===== src/rtl/step_timer_pkg.sv =====
// step_timer_pkg: shared channel state type and channel-index width helper
package step_timer_pkg;
  typedef enum logic {ST_IDLE, ST_RUN} state_t;
  function automatic int CH_IDX_W(input int n);
    return (n > 1) ? $clog2(n) : 1;
  endfunction
endpackage


===== src/rtl/step_timer_channel.sv =====
// step_timer_channel: one interval channel with shadowed period/mode and a registered tick
module step_timer_channel import step_timer_pkg::*; #(
  parameter int WIDTH = 24
) (
  input  logic             clk,
  input  logic             rst,
  input  logic             ce,
  input  logic             cfg_we,
  input  logic [WIDTH-1:0] cfg_period,
  input  logic             cfg_oneshot,
  input  logic             start,
  input  logic             stop,
  output logic             tick,
  output logic             busy
);
  state_t state;
  logic [WIDTH-1:0] count, active, shadow;
  logic oneshot, shadow_oneshot, term;
  assign busy = state == ST_RUN;
  assign term = busy && ce && (count >= active);
  // start and terminal count both reload from the shadow; a same-edge cfg write lands next period
  always_ff @(posedge clk or negedge rst)
    if (!rst) begin
      state <= ST_IDLE;
      count <= '0;
      active <= '0;
      shadow <= '0;
      oneshot <= 1'b0;
      shadow_oneshot <= 1'b0;
      tick <= 1'b0;
    end else begin
      tick <= 1'b0;
      if (cfg_we) begin
        shadow <= cfg_period;
        shadow_oneshot <= cfg_oneshot;
      end
      if (stop) begin
        state <= ST_IDLE;
        count <= '0;
      end else if (start || term) begin
        count <= '0;
        active <= shadow;
        oneshot <= shadow_oneshot;
        state <= (start || !oneshot) ? ST_RUN : ST_IDLE;
        tick <= !start;
      end else if (busy && ce) begin
        count <= count + WIDTH'(1);
      end
    end
endmodule


===== src/rtl/step_interval_timer.sv =====
// step_interval_timer: multi-channel programmable interval timer sharing one prescaler
module step_interval_timer import step_timer_pkg::*; #(
  parameter int WIDTH      = 24,
  parameter int CHANNELS   = 4,
  parameter int PRESCALE_W = 8
) (
  input  logic                            clk,
  input  logic                            rst,
  input  logic [PRESCALE_W-1:0]           prescale,
  input  logic                            cfg_we,
  input  logic [CH_IDX_W(CHANNELS)-1:0]   cfg_ch,
  input  logic [WIDTH-1:0]                cfg_period,
  input  logic                            cfg_oneshot,
  input  logic [CHANNELS-1:0]             start,
  input  logic [CHANNELS-1:0]             stop,
  output logic [CHANNELS-1:0]             tick,
  output logic [CHANNELS-1:0]             busy
);
  localparam int CW = CH_IDX_W(CHANNELS);
  logic [PRESCALE_W-1:0] pcount;
  logic ce;
  // >= so a prescale lowered below the running count wraps instead of running to overflow
  assign ce = pcount >= prescale;
  always_ff @(posedge clk or negedge rst)
    if (!rst) pcount <= '0;
    else pcount <= ce ? '0 : pcount + PRESCALE_W'(1);
  for (genvar i = 0; i < CHANNELS; i++) begin : g_ch
    step_timer_channel #(.WIDTH(WIDTH)) u_ch (
      .clk         (clk),
      .rst         (rst),
      .ce          (ce),
      .cfg_we      (cfg_we && cfg_ch == CW'(i)),
      .cfg_period  (cfg_period),
      .cfg_oneshot (cfg_oneshot),
      .start       (start[i]),
      .stop        (stop[i]),
      .tick        (tick[i]),
      .busy        (busy[i])
    );
  end
endmodule

===== config.mk =====
export PLATFORM = sky130hd
export DESIGN_NAME = step_interval_timer
export DESIGN_NICKNAME = d
export VERILOG_FILES = /design/src/rtl/step_timer_pkg.sv /design/src/rtl/step_timer_channel.sv /design/src/rtl/step_interval_timer.sv
export SDC_FILE = /design/constraint.sdc
export NUM_CORES = 1
export LEC_CHECK = 0
export CAP_MARGIN = 20
export CORE_UTILIZATION = 50
export DETAILED_ROUTE_END_ITERATION = 7
export PLACE_DENSITY = 0.64
export RECOVER_POWER = 50
export REMOVE_ABC_BUFFERS = 1
export SLEW_MARGIN = 40
export SYNTH_ARGS = -nofsm -noshare
export SYNTH_HDL_FRONTEND = slang
export SYNTH_SLANG_ARGS = --single-unit

===== constraint.sdc =====
create_clock -name clk -period 4.1 [get_ports clk]
set_input_delay 0.41 -clock clk [delete_from_list [all_inputs] [get_ports clk]]
set_output_delay 0.41 -clock clk [all_outputs]
set_load 0.005 [all_outputs]

==> summary.md <==
| Metric | Value |
|---|---|
| Die W | 182 um |
| Fin worst setup slack | a little under 900 ps |
| Clock sink count | about 310 |
| Static Leak | approximately 0.0086 uW |
| Most frequent cell after synthesis | dfrtp_1 |
| Status | finished, violations left |
| Num rows | 65 |
| Die ar. | around 33000 um^2 |
| First DRT Iteration DRCs | 587 |
| CTS tree | done |
| Worst-path clk slew | approximately 60 ps |
| Skew final | approximately 14 ps |
| Final Util | 0.583 |
| Die Ht | around 180 um |
| Post-layout minimum cycle time | 3210 ps |
| Grt ovf | 0 |
| Final non-filler cell total | 1941 |
| Setup WS pre-CTS | about 720 ps |
| Crit-path cells | dlygate4sd3_1 > clkdlybuf4s25_1 |
| Longest Clk Path Bufs | 3 |
| Post-synthesis adder-cell area fraction | 0.0841 |
| Slew headroom | -0.921 |
| Sequential area share after synthesis | 0.482 |
| Synth unique cells | 76 |
| Cell total after placement | ~1900 |
| Max-Cap Viols | 1 |
| R2r setup slk | ~960 ps |
| Setup CP Type | primary input to asynchronous set/reset pin |
| Fraction of registers with async set/reset | 1.00 |
| Final period util | 0.783 |
| Antenna-violating nets left | 0 |
| Mux contribution to synthesized area | 0.149 |
| Post-synthesis xor/xnor area fraction | 0.0276 |
| Peak per-stage delay on the critical path | about 2200 ps |
| IO buf count | 53 |
| Clock Tree Root | clkbuf_16 |
| Failing checks | capacitance limit, slew limit |
| Combinational family with the most area after synthesis | multiplexers |
| Final setup violation count | 0 |
| Vias per Instance | 5.54 |
| Placer Congestion | between 0.8 and 0.9 |
| Synth warn | 0 |
| PD cells | around 490 nW/um^2 |
| Pin count of the biggest net entering global routing | 105 |
| FMAX | approximately 0.31 GHz |
| H-tree Lvls | 2 |
| Top cells by area, synth | dfrtp_1 48%, mux2_2 11%, ha_1 8.4% |
| CP endpoint kind | asynchronous set/reset pin |
| Synthesis-to-finish area growth | 14.1% |
| RSZ-0062 raised after global routing | false |
| Critical Path Fanout Max | between 50 and 60 |
| Vias in the first global route | 10876 |
| Final Routed Wirelength | approximately 35000 um |
| Avg Cell Area, Syn | 11.2 um^2 |
| Num CTS Buffers | 35 |
| Initial core utilization | 0.511 |
| Share of post-route cells with drive strength above 1 | 0.213 |
| Worst-Skew Late Latency | about 530 ps |
| Pre-Repair DR Iteration Count | 5 |
| Post-synth EDFFs | 0 |
| Core Area | 31700 um^2 |
| Slowest cell on crit path | clkdlybuf4s25_1 |
| Top-area cell type share of the netlist area | 0.482 |
| WL/cell | ~18 um |
| # diodes | 0 |
| Final-stage net count | 1667 |
| Via Count | around 11000 |
| PnR Total Power | slightly above 9000 uW |
| Post-synth top area cell | dfrtp_1 |
| Worst Tran Pin Value | about 2900 ps |
| WP data arrival | about 3200 ps |
| Yosys reg bits | between 300 and 400 |
| Final hold violation count | 0 |
| Most used DFF post-synth | dfrtp_1 |
| Slew Viols, Final | 53 |
| Initial antenna violation count | 0 |
| Final TNS setup | 0 ps |
| Commonest cells post-synth | 312 x dfrtp_1, 160 x mux2_2, 127 x nor2_1 |
| Worst VDD drop | about 0.36 mV |
| Hpwl dp | about 24000 um |
| Cells after synthesis | 1448 |
| Worst Hold Class | flip-flop to flip-flop |
| Crit-path leading delay family | buffers and inverters |
| IO Count | 54 |
| DRC | 0 |
| Fraction of the mapped netlist area in simple logic gates | 0.127 |
| CP Launch Type | primary input |
| Post-Syn Area | about 16000 um^2 |
| Overall Global Routing Usage | 0.221 |
| Required @ worst endpoint | around 4000 ps |
| CP Buf/Inv Count | 2 |
| Compound-gate portion of the synthesized area | 0.0841 |
| Global-route wire length before repair | 57800 um |
cell usage in the layout (no fill, tap or decap), drive strengths merged, types with 4 or more instances in the layout:
cell type | synthesis | final
dfrtp | 312 | 312
a22o | 14 | 14
o21a | 10 | 10
nand4 | 31 | 31
and2 | 6 | 6
and3 | 31 | 31
nand3 | 62 | 62
nor4 | 13 | 13
mux2 | 200 | 200
o31ai | 14 | 14
buf | 29 | 24
ha | 109 | 109
or2 | 10 | 10
clkdlybuf4s50 | 0 | 51
a31o | 14 | 14
a32oi | 10 | 10
nand2b | 6 | 6
nor2b | 8 | 8
xnor2 | 22 | 22
o21bai | 4 | 4
inv | 119 | 122
xor2 | 29 | 29
or4 | 4 | 4
a2111oi | 5 | 5
or3 | 5 | 5
bufinv | 0 | 8
nor3 | 14 | 14
nand2 | 78 | 78
a21oi | 62 | 62
o21ai | 36 | 36
nor2 | 128 | 128
clkinv | 0 | 7
clkbuf | 23 | 45
path summary, 6_finish.rpt:
| path | from | depth (start not counted) | to |
|---|---|---|---|
| min in group asynchronous | rst | 2 | g_ch[1].u_ch.shadow[1]$_DFFE_PN0P_ |
| min | g_ch[1].u_ch.shadow[23]$_DFFE_PN0P_ | 1 | g_ch[1].u_ch.shadow[23]$_DFFE_PN0P_ |
| max reg2reg | g_ch[0].u_ch.count[0]$_DFFE_PN0P_ | 10 | g_ch[0].u_ch.active[6]$_DFFE_PN0P_ |
| max | rst | 2 | g_ch[3].u_ch.active[18]$_DFFE_PN0P_ |
| max in group clk | g_ch[0].u_ch.count[0]$_DFFE_PN0P_ | 10 | g_ch[0].u_ch.active[6]$_DFFE_PN0P_ |
| min reg2reg | g_ch[1].u_ch.shadow[23]$_DFFE_PN0P_ | 1 | g_ch[1].u_ch.shadow[23]$_DFFE_PN0P_ |
state kept, by name, indices dropped and copies added, names as in the netlist:
name	cells
g_ch.u_ch.tick	4
g_ch.u_ch.busy	4
g_ch.u_ch.count	96
g_ch.u_ch.oneshot	4
pcount	8
g_ch.u_ch.active	96
g_ch.u_ch.shadow	96
g_ch.u_ch.shadow_oneshot	4
metal layers:
| layer | share of wire | GRT usage | vias up |
|---|---|---|---|
| met1 | 0.48 | 0.311 | 5296 |
| met3 | 0.036 | 0.0297 | 44 |
| met2 | 0.47 | 0.362 | 170 |
| li1 | - | - | 5247 |
| met5 | 0 | 0 | - |
| met4 | 0.019 | 0.0545 | 0 |
logic make-up after synthesis:
family          count (synthesis)
compound gates                193
xor+xnor                       51
fa+ha+maj                     109
buf+inv                       171
flops                         312
mux                           201
simple gates                  411
report_power, final:
group          leakage (uW)  internal [uW]  total [uW]  switching [uW]
combinational       0.00399            863        1640             773
clock              0.000632           2190        3480            1290
sequential          0.00393           3630        3960             325
total               0.00856           6690        9080            2390
area by class of cell:
| class | instances | area (um^2) |
|---|---|---|
| multi-input cells | 965 | 7650 |
| fillers | 2689 | 13200 |
| well taps | 402 | 503 |
| clock inverters | 20 | 317 |
| inverters | 119 | 447 |
| flip-flops and latches | 312 | 7810 |
| repair buffers | 79 | 810 |
| clock buffers | 44 | 970 |
per-stage QoR:
| stage | hold WS, ps | cell area [um^2] |
|---|---|---|
| after floorplan | 114 | 15900 |
| after global placement | 480 | 17200 |
| after detailed placement | 487 | 17200 |
| after CTS | 478 | 18500 |
| after global routing | 509 | 18500 |
| final | 497 | 18500 |
repair_timing:
item                      CTS  global route
hold buffers                1             0
resized for setup           0             0
hold endpoints to repair   23             0
setup buffers               0             0
(Power assumes the default switching activity.)
